**src/rtl/color_blend_stage_pkg.sv**
```systemverilog
// Shared definitions for the color blend stage: channel positions, alpha test
// and blend factor codes, and the helpers that decode them.
package color_blend_stage_pkg;

    localparam int COLOR_W     = 32;
    localparam int COLOR_R_POS = 24;
    localparam int COLOR_G_POS = 16;
    localparam int COLOR_B_POS = 8;
    localparam int COLOR_A_POS = 0;

    localparam logic [2:0] ALPHA_NEVER    = 3'd0;
    localparam logic [2:0] ALPHA_LESS     = 3'd1;
    localparam logic [2:0] ALPHA_EQUAL    = 3'd2;
    localparam logic [2:0] ALPHA_LEQUAL   = 3'd3;
    localparam logic [2:0] ALPHA_GREATER  = 3'd4;
    localparam logic [2:0] ALPHA_NOTEQUAL = 3'd5;
    localparam logic [2:0] ALPHA_GEQUAL   = 3'd6;
    localparam logic [2:0] ALPHA_ALWAYS   = 3'd7;

    localparam logic [3:0] BF_ZERO                = 4'd0;
    localparam logic [3:0] BF_ONE                 = 4'd1;
    localparam logic [3:0] BF_SRC_COLOR           = 4'd2;
    localparam logic [3:0] BF_ONE_MINUS_SRC_COLOR = 4'd3;
    localparam logic [3:0] BF_DST_COLOR           = 4'd4;
    localparam logic [3:0] BF_ONE_MINUS_DST_COLOR = 4'd5;
    localparam logic [3:0] BF_SRC_ALPHA           = 4'd6;
    localparam logic [3:0] BF_ONE_MINUS_SRC_ALPHA = 4'd7;
    localparam logic [3:0] BF_DST_ALPHA           = 4'd8;
    localparam logic [3:0] BF_ONE_MINUS_DST_ALPHA = 4'd9;
    localparam logic [3:0] BF_SRC_ALPHA_SATURATE  = 4'd10;

    // Unsigned alpha comparison selected by the alpha function code.
    function automatic logic alpha_test(input logic [2:0] fn,
                                        input logic [7:0] a,
                                        input logic [7:0] aref);
        case (fn)
            ALPHA_NEVER:    return 1'b0;
            ALPHA_LESS:     return a <  aref;
            ALPHA_EQUAL:    return a == aref;
            ALPHA_LEQUAL:   return a <= aref;
            ALPHA_GREATER:  return a >  aref;
            ALPHA_NOTEQUAL: return a != aref;
            ALPHA_GEQUAL:   return a >= aref;
            default:        return 1'b1;
        endcase
    endfunction

    // Per-channel blend factor; unknown codes (11..15) resolve to zero.
    function automatic logic [7:0] blend_factor(input logic [3:0] code,
                                                input logic [7:0] cs,
                                                input logic [7:0] cd,
                                                input logic [7:0] as_v,
                                                input logic [7:0] ad_v,
                                                input logic       is_alpha);
        logic [7:0] sat;
        sat = (as_v < (8'hFF - ad_v)) ? as_v : (8'hFF - ad_v);
        case (code)
            BF_ZERO:                return 8'h00;
            BF_ONE:                 return 8'hFF;
            BF_SRC_COLOR:           return cs;
            BF_ONE_MINUS_SRC_COLOR: return 8'hFF - cs;
            BF_DST_COLOR:           return cd;
            BF_ONE_MINUS_DST_COLOR: return 8'hFF - cd;
            BF_SRC_ALPHA:           return as_v;
            BF_ONE_MINUS_SRC_ALPHA: return 8'hFF - as_v;
            BF_DST_ALPHA:           return ad_v;
            BF_ONE_MINUS_DST_ALPHA: return 8'hFF - ad_v;
            BF_SRC_ALPHA_SATURATE:  return is_alpha ? 8'hFF : sat;
            default:                return 8'h00;
        endcase
    endfunction

endpackage

```
**src/rtl/color_blend_stage_if.sv**
```systemverilog
// Fragment stream into and out of the blend stage.
interface color_blend_stage_if
    import color_blend_stage_pkg::*;
#(
    parameter int TAG_WIDTH = 32
);
    logic                 s_valid;
    logic [TAG_WIDTH-1:0] s_tag;
    logic [COLOR_W-1:0]   s_color;
    logic [COLOR_W-1:0]   s_dst_color;
    logic                 m_valid;
    logic                 m_write;
    logic [TAG_WIDTH-1:0] m_tag;
    logic [COLOR_W-1:0]   m_color;

    modport master (
        output s_valid, s_tag, s_color, s_dst_color,
        input  m_valid, m_write, m_tag, m_color
    );

    modport slave (
        input  s_valid, s_tag, s_color, s_dst_color,
        output m_valid, m_write, m_tag, m_color
    );
endinterface

```
**src/rtl/color_blend_stage_mul255.sv**
```systemverilog
// Registered 8x8 multiply normalized by 255 with round-to-nearest.
module color_mul255 (
    input  logic       clk_i,
    input  logic       ce_i,
    input  logic [7:0] a_i,
    input  logic [7:0] b_i,
    output logic [7:0] p_o
);
    // (t + t>>8) >> 8 with t = a*b + 128 equals round(a*b/255) exactly.
    function automatic logic [7:0] mul_round(input logic [7:0] a, input logic [7:0] b);
        logic [16:0] t;
        logic [16:0] u;
        t = 17'(a) * 17'(b) + 17'd128;
        u = t + (t >> 8);
        return 8'(u >> 8);
    endfunction

    logic [7:0] p_q;

    // Product register; pure datapath, so no reset.
    always_ff @(posedge clk_i) begin
        if (ce_i) p_q <= mul_round(a_i, b_i);
    end

    assign p_o = p_q;
endmodule

```
**src/rtl/color_blend_stage.sv**
```systemverilog
// Alpha test and framebuffer blend: three enabled cycles from s_* to m_*,
// frozen entirely while ce is low.
module color_blend_stage
    import color_blend_stage_pkg::*;
#(
    parameter int SUB_PIXEL_WIDTH = 8,
    parameter int TAG_WIDTH       = 32
)(
    input  logic       aclk,
    input  logic       resetn,
    input  logic       ce,
    color_blend_stage_if.slave bus,
    input  logic [2:0] confAlphaFunc,
    input  logic [7:0] confAlphaRef,
    input  logic       confBlendEnable,
    input  logic [3:0] confSrcFactor,
    input  logic [3:0] confDstFactor
);
    localparam int CW    = SUB_PIXEL_WIDTH;
    localparam int NCH   = 4;
    localparam int A_IDX = COLOR_A_POS / CW;

    // Channel sum clamped to full scale.
    function automatic logic [CW-1:0] sat_add(input logic [CW-1:0] a, input logic [CW-1:0] b);
        logic [CW:0] s;
        s = {1'b0, a} + {1'b0, b};
        return s[CW] ? {CW{1'b1}} : s[CW-1:0];
    endfunction

    logic [NCH-1:0][CW-1:0] src_ch, dst_ch;
    assign src_ch = bus.s_color;
    assign dst_ch = bus.s_dst_color;

    logic                   pass_p1_d;
    logic [NCH-1:0][CW-1:0] sf_p1_d, df_p1_d;

    logic                   vld_p1_q, pass_p1_q;
    logic [TAG_WIDTH-1:0]   tag_p1_q;
    logic [NCH-1:0][CW-1:0] src_p1_q, dst_p1_q, sf_p1_q, df_p1_q;
    logic                   blend_p1_q;

    logic                   vld_p2_q, pass_p2_q;
    logic [TAG_WIDTH-1:0]   tag_p2_q;
    logic [NCH-1:0][CW-1:0] src_p2_q;
    logic                   blend_p2_q;
    logic [NCH-1:0][CW-1:0] s_p2, d_p2;

    logic [NCH-1:0][CW-1:0] m_color_d;
    logic                   m_valid_q, m_write_q;
    logic [TAG_WIDTH-1:0]   m_tag_q;
    logic [NCH-1:0][CW-1:0] m_color_q;

    // Stage 1 decode: alpha test qualified by valid, factors resolved per channel.
    always_comb begin
        pass_p1_d = bus.s_valid & alpha_test(confAlphaFunc, src_ch[A_IDX], confAlphaRef);
        sf_p1_d   = '0;
        df_p1_d   = '0;
        for (int i = 0; i < NCH; i++) begin
            sf_p1_d[i] = blend_factor(confSrcFactor, src_ch[i], dst_ch[i],
                                      src_ch[A_IDX], dst_ch[A_IDX], i == A_IDX);
            df_p1_d[i] = blend_factor(confDstFactor, src_ch[i], dst_ch[i],
                                      src_ch[A_IDX], dst_ch[A_IDX], i == A_IDX);
        end
    end

    // Stage 2 multiplies: source and destination terms for every channel.
    for (genvar i = 0; i < NCH; i++) begin : g_mul
        color_mul255 u_src_mul (
            .clk_i (aclk),
            .ce_i  (ce),
            .a_i   (src_p1_q[i]),
            .b_i   (sf_p1_q[i]),
            .p_o   (s_p2[i])
        );
        color_mul255 u_dst_mul (
            .clk_i (aclk),
            .ce_i  (ce),
            .a_i   (dst_p1_q[i]),
            .b_i   (df_p1_q[i]),
            .p_o   (d_p2[i])
        );
    end

    // Stage 3 sum with saturation, or the untouched source color when bypassed.
    always_comb begin
        m_color_d = src_p2_q;
        if (blend_p2_q) begin
            for (int i = 0; i < NCH; i++) m_color_d[i] = sat_add(s_p2[i], d_p2[i]);
        end
    end

    // Valid/pass chain and output registers; reset discards in-flight fragments.
    always_ff @(posedge aclk or negedge resetn) begin
        if (!resetn) begin
            vld_p1_q  <= 1'b0;
            pass_p1_q <= 1'b0;
            vld_p2_q  <= 1'b0;
            pass_p2_q <= 1'b0;
            m_valid_q <= 1'b0;
            m_write_q <= 1'b0;
            m_tag_q   <= '0;
            m_color_q <= '0;
        end else if (ce) begin
            vld_p1_q  <= bus.s_valid;
            pass_p1_q <= pass_p1_d;
            vld_p2_q  <= vld_p1_q;
            pass_p2_q <= pass_p1_q;
            m_valid_q <= vld_p2_q;
            m_write_q <= pass_p2_q;
            m_tag_q   <= tag_p2_q;
            m_color_q <= m_color_d;
        end
    end

    // Internal datapath registers; contents of invalid slots are don't-care.
    always_ff @(posedge aclk) begin
        if (ce) begin
            tag_p1_q   <= bus.s_tag;
            src_p1_q   <= src_ch;
            dst_p1_q   <= dst_ch;
            sf_p1_q    <= sf_p1_d;
            df_p1_q    <= df_p1_d;
            blend_p1_q <= confBlendEnable;
            tag_p2_q   <= tag_p1_q;
            src_p2_q   <= src_p1_q;
            blend_p2_q <= blend_p1_q;
        end
    end

    assign bus.m_valid = m_valid_q;
    assign bus.m_write = m_write_q;
    assign bus.m_tag   = m_tag_q;
    assign bus.m_color = m_color_q;

endmodule

```
**src/flat_wrapper.sv**
```systemverilog
// flat-port wrapper written by rule: the top's interface ports become plain ports
module color_blend_stage_flat import color_blend_stage_pkg::*;
#(
    parameter int SUB_PIXEL_WIDTH = 8,
    parameter int TAG_WIDTH       = 32
)
  (aclk, resetn, ce, confAlphaFunc, confAlphaRef, confBlendEnable, confSrcFactor, confDstFactor, bus_s_valid, bus_s_tag, bus_s_color, bus_s_dst_color, bus_m_valid, bus_m_write, bus_m_tag, bus_m_color);
  color_blend_stage_if #(.TAG_WIDTH(TAG_WIDTH)) bus_i ();
  input  logic aclk;
  input  logic resetn;
  input  logic ce;
  input  logic [2:0] confAlphaFunc;
  input  logic [7:0] confAlphaRef;
  input  logic confBlendEnable;
  input  logic [3:0] confSrcFactor;
  input  logic [3:0] confDstFactor;
  input wire logic [$bits(bus_i.s_valid)-1:0] bus_s_valid;
  input wire logic [$bits(bus_i.s_tag)-1:0] bus_s_tag;
  input wire logic [$bits(bus_i.s_color)-1:0] bus_s_color;
  input wire logic [$bits(bus_i.s_dst_color)-1:0] bus_s_dst_color;
  output wire logic [$bits(bus_i.m_valid)-1:0] bus_m_valid;
  output wire logic [$bits(bus_i.m_write)-1:0] bus_m_write;
  output wire logic [$bits(bus_i.m_tag)-1:0] bus_m_tag;
  output wire logic [$bits(bus_i.m_color)-1:0] bus_m_color;
  assign bus_i.s_valid = bus_s_valid;
  assign bus_i.s_tag = bus_s_tag;
  assign bus_i.s_color = bus_s_color;
  assign bus_i.s_dst_color = bus_s_dst_color;
  assign bus_m_valid = bus_i.m_valid;
  assign bus_m_write = bus_i.m_write;
  assign bus_m_tag = bus_i.m_tag;
  assign bus_m_color = bus_i.m_color;
  color_blend_stage #(.SUB_PIXEL_WIDTH(SUB_PIXEL_WIDTH), .TAG_WIDTH(TAG_WIDTH)) u_core (.aclk(aclk), .resetn(resetn), .ce(ce), .bus(bus_i), .confAlphaFunc(confAlphaFunc), .confAlphaRef(confAlphaRef), .confBlendEnable(confBlendEnable), .confSrcFactor(confSrcFactor), .confDstFactor(confDstFactor));
endmodule
```
**config.mk**
```make
export PLATFORM = sky130hd
export DESIGN_NAME = color_blend_stage_flat
export DESIGN_NICKNAME = d
export VERILOG_FILES = /design/src/rtl/color_blend_stage_pkg.sv /design/src/rtl/color_blend_stage_if.sv /design/src/rtl/color_blend_stage_mul255.sv /design/src/rtl/color_blend_stage.sv /design/src/flat_wrapper.sv
export SDC_FILE = /design/constraint.sdc
export NUM_CORES = 2
export LEC_CHECK = 0
export BUFFER_PORTS_ARGS = -buffer_cell sky130_fd_sc_hd__buf_2
export CAP_MARGIN = 20
export CORE_MARGIN = 10
export CORE_UTILIZATION = 64
export CTS_CLUSTER_DIAMETER = 80
export DETAILED_ROUTE_END_ITERATION = 10
export GPL_ROUTABILITY_DRIVEN = 1
export GPL_TIMING_DRIVEN = 1
export PLACE_DENSITY = 0.93
export RECOVER_POWER = 50
export SLEW_MARGIN = 15
export SYNTH_ARGS = -nofsm -noshare
export SYNTH_HDL_FRONTEND = slang
export SYNTH_SLANG_ARGS = --single-unit
```
**constraint.sdc**
```tcl
create_clock -name aclk -period 7.1 [get_ports aclk]
set_clock_uncertainty 0.15 [all_clocks]
set_input_delay 1.065 -clock aclk [delete_from_list [all_inputs] [get_ports aclk]]
set_output_delay 1.065 -clock aclk [all_outputs]
set_load 0.1 [all_outputs]
```
==> metrics.yaml <==
mappedNetlistArea_mm2: 0.0374
slew_headroom_pct: -209
drc: 0
synth_compound_area_share_pct: 11.4
hold_end: "u_core.tag_p2_q[15]$_DFFE_PP_"
drive_above_1_share_pct: 7.43
critPathMaxStageDelay_ps: 540
reg2reg_to: "u_core.g_mul[3].u_src_mul.p_o[4]$_DFFE_PP_"
cp-end-kind: "flip-flop"
clk_pin_slew_ps: 60
cts_resized: 0
synth_top_family_by_area: "adder cells"
critPathRequiredTime_ps: 7260
die_h_um: 262
die_area_mm2: 0.0684
areaGrowthSynthToFinish_pct: 8.26
cp_slowest_cell: "edfxtp_1"
grt_max_degree: 186
synth_xor_area_share_pct: 5.95
holdPathStages: 0
postCtsSetupRepairBufs: 0
crit_type: "reg2reg"
drtAntennaViolNets: 0
outcome: "finished with violations"
hold_buffers: 0
cts_buffer_depth: 3
path_cells: "and2_1, ha_1, inv_1, fa_1, inv_1, ha_1, inv_1, fa_1, inv_1, ha_1, fa_1, a211oi_2, o21bai_1, a21o_1, a31o_2, xnor2_2, inv_1, ha_1, nand2_1, o21ai_0, a21oi_1, o21a_1, o21ai_0, o311ai_0"
vias: 28900
dp_hpwl_um: 71600
core_area_mm2: 0.0577
rows: 88
drv_cap: 3
drtIter0Drc: 3012
pin_count: 186
path_common_cell: "inv_1"
tritoncts: "yes"
grt_pass1_wl_um: 150000
max_clock_freq_mhz: 149
post-route-util_pct: 70.1
critPathMaxFanout: 9
clk_latency_ps: 610
violations: "max-capacitance violations, max-slew violations"
dr.pass1.iters: 10
start_util_pct: 64.7
crit_path_start: "u_core.src_p1_q[28]$_DFFE_PP_"
nets: 4783
synth-edff-count: 290
worstHoldStart: "u_core.tag_p1_q[15]$_DFFE_PP_"
io_buffers: 185
cts.sinks: 360
r2r_start: "u_core.src_p1_q[28]$_DFFE_PP_"
synth.area.mux_share_pct: 2.76
syn_avg_cell_area_um2: 9.93
syn-num-nets: 4630
synth_seq_cells: 360
synth_top_area_share_pct: 23.3
yosysUniqueCellTypes: 82
finalCritPeriodShare_pct: 94.5
start_kind: "flip-flop"
reg2regPathDepth: 24
drv_slew: 406
synthSimpleGateAreaFrac_pct: 14.6
setup_slack_ps: 393
grt_use_total_pct: 27.4
setup_violations: 0
cts_made_buffers: 47
hold_class: "reg2reg"
synthFlopType: "edfxtp_1"
arrival_ps: 6860
final.setup.tns_ps: 0
worst_pin_slew_ps: 4640
reg2reg_setup_slack_ps: 390
vias_per_cell: 6.11
antenna_found_initial: 11
routedWlPerCell_um: 19.9
hold_viol: 0
h-tree-depth: 2
pre_cts_ws_ps: 226
fin_crit_ps: 6710
ys_async_sr_fraction_pct: 19.4
yosys-top-cells-area: "edfxtp_1 (23%), fa_1 (16%), ha_1 (15%)"
final_cell_mix: "inv_1 (521), ha_1 (447), and2_1 (378)"
rsz0062_at_grt: "false"
synth_top_area_cell: "edfxtp_1"
die_w_um: 262
overflow: 0
yosys_warnings: 0
grt_pass1_vias: 29000
place_congestion: 0.995
postRouteWirelength_um: 94200
yosysSeqAreaShare_pct: 28.0
clock-root-buffer: "clkbuf_16"
synthCells: 3763
synth_fa_ha_area_share_pct: 31.2
layout_commonest_cell: "inv_1"
[sequential cells by signal, summed over array words and instances (netlist names), 32 cells and up]
signal,flops
u_core.src_p1_q,32
u_core.sf_p1_q,32
u_core.g_mul.u_src_mul.p_o,32
u_core.bus.m_tag,32
u_core.df_p1_q,32
u_core.dst_p1_q,32
u_core.bus.m_color,32
u_core.tag_p1_q,32
u_core.g_mul.u_dst_mul.p_o,32
u_core.src_p2_q,32
u_core.tag_p2_q,32
[routing by layer]
metal	up-vias	share of wire (%)	global-route usage (%)
met5	-	0.076	0
met4	10	4.3	10.4
met3	333	10	6.03
met2	1446	47	44.7
met1	14000	39	35.2
li1	13100	-	-
[how the worst max path moves through the flow]
stage / endpoint / slack (ps)
2_1_floorplan: u_core.g_mul[0].u_dst_mul.p_o[6]$_DFFE_PP_ / 1090
3_3_place_gp: u_core.g_mul[3].u_src_mul.p_o[6]$_DFFE_PP_ / 570
3_5_place_dp: u_core.g_mul[3].u_src_mul.p_o[4]$_DFFE_PP_ / 230
4_1_cts: u_core.g_mul[3].u_src_mul.p_o[4]$_DFFE_PP_ / 160
5_1_grt: u_core.g_mul[2].u_dst_mul.p_o[3]$_DFFE_PP_ / 30
6_report: u_core.g_mul[3].u_src_mul.p_o[4]$_DFFE_PP_ / 390
[worst max-delay path, delay by kind of cell, from the launching register on]
kind | cells | cell delay, ps
xor+xnor | 1 | 310
flops | 1 | 540
compound gates | 9 | 2190
buf+inv | 5 | 380
fa+ha+maj | 7 | 2590
simple gates | 2 | 260
[final cells by class]
| cell class | instances | area (um2) |
|---|---|---|
| diodes | 5 | 12.5 |
| clock buffers | 59 | 1250 |
| clock inverters | 29 | 289 |
| fillers | 4064 | 17300 |
| inverters | 523 | 1960 |
| multi-input cells | 2790 | 24600 |
| flip-flops and latches | 360 | 10500 |
| well taps | 765 | 957 |
| repair buffers | 194 | 900 |
[logic make-up (layout without fill, tap and decap cells)]
family                   after synthesis  in the layout
other                                  0              5
buffers and inverters                613            805
AND/OR/NAND/NOR                     1054           1054
adder cells (fa/ha/maj)              752            752
XOR/XNOR                             245            245
AO/OA/AOI/OAI                        644            644
flip-flops                           360            360
multiplexers                          95             95
[cell usage after synthesis (16+ instances only)]
| library cell | count |
|---|---|
| nand3_1 | 36 |
| a22oi_1 | 19 |
| o21bai_1 | 21 |
| fa_1 | 300 |
| nor2_1 | 162 |
| xnor2_1 | 119 |
| mux2_2 | 65 |
| o21a_1 | 21 |
| and2_1 | 378 |
| clkbuf_1 | 75 |
| ha_1 | 447 |
| dfrtp_1 | 70 |
| inv_1 | 521 |
| xor2_1 | 120 |
| a221o_1 | 16 |
| nand2_1 | 299 |
| edfxtp_1 | 290 |
| nand4_1 | 20 |
| a21oi_1 | 163 |
| and3_1 | 23 |
| o21ai_0 | 94 |
| nor3_1 | 26 |
| nand2b_1 | 18 |
| nor2b_1 | 26 |
| o22ai_1 | 34 |
| a211oi_1 | 21 |
| mux2i_1 | 30 |
| a21o_1 | 49 |
| a31oi_1 | 65 |
| o211ai_1 | 32 |
[through the flow]
stage	std cells	cell area, um2	hold WS (ps)
detailed placement	4632	39000	255
finish	4725	40400	265
floorplan	3763	37400	250
CTS	4720	40500	182
global route	4725	40400	272
global placement	4632	39000	250
Power is not shown: default switching activity piles up to over one toggle a cycle in this logic, so the estimate is an artifact.
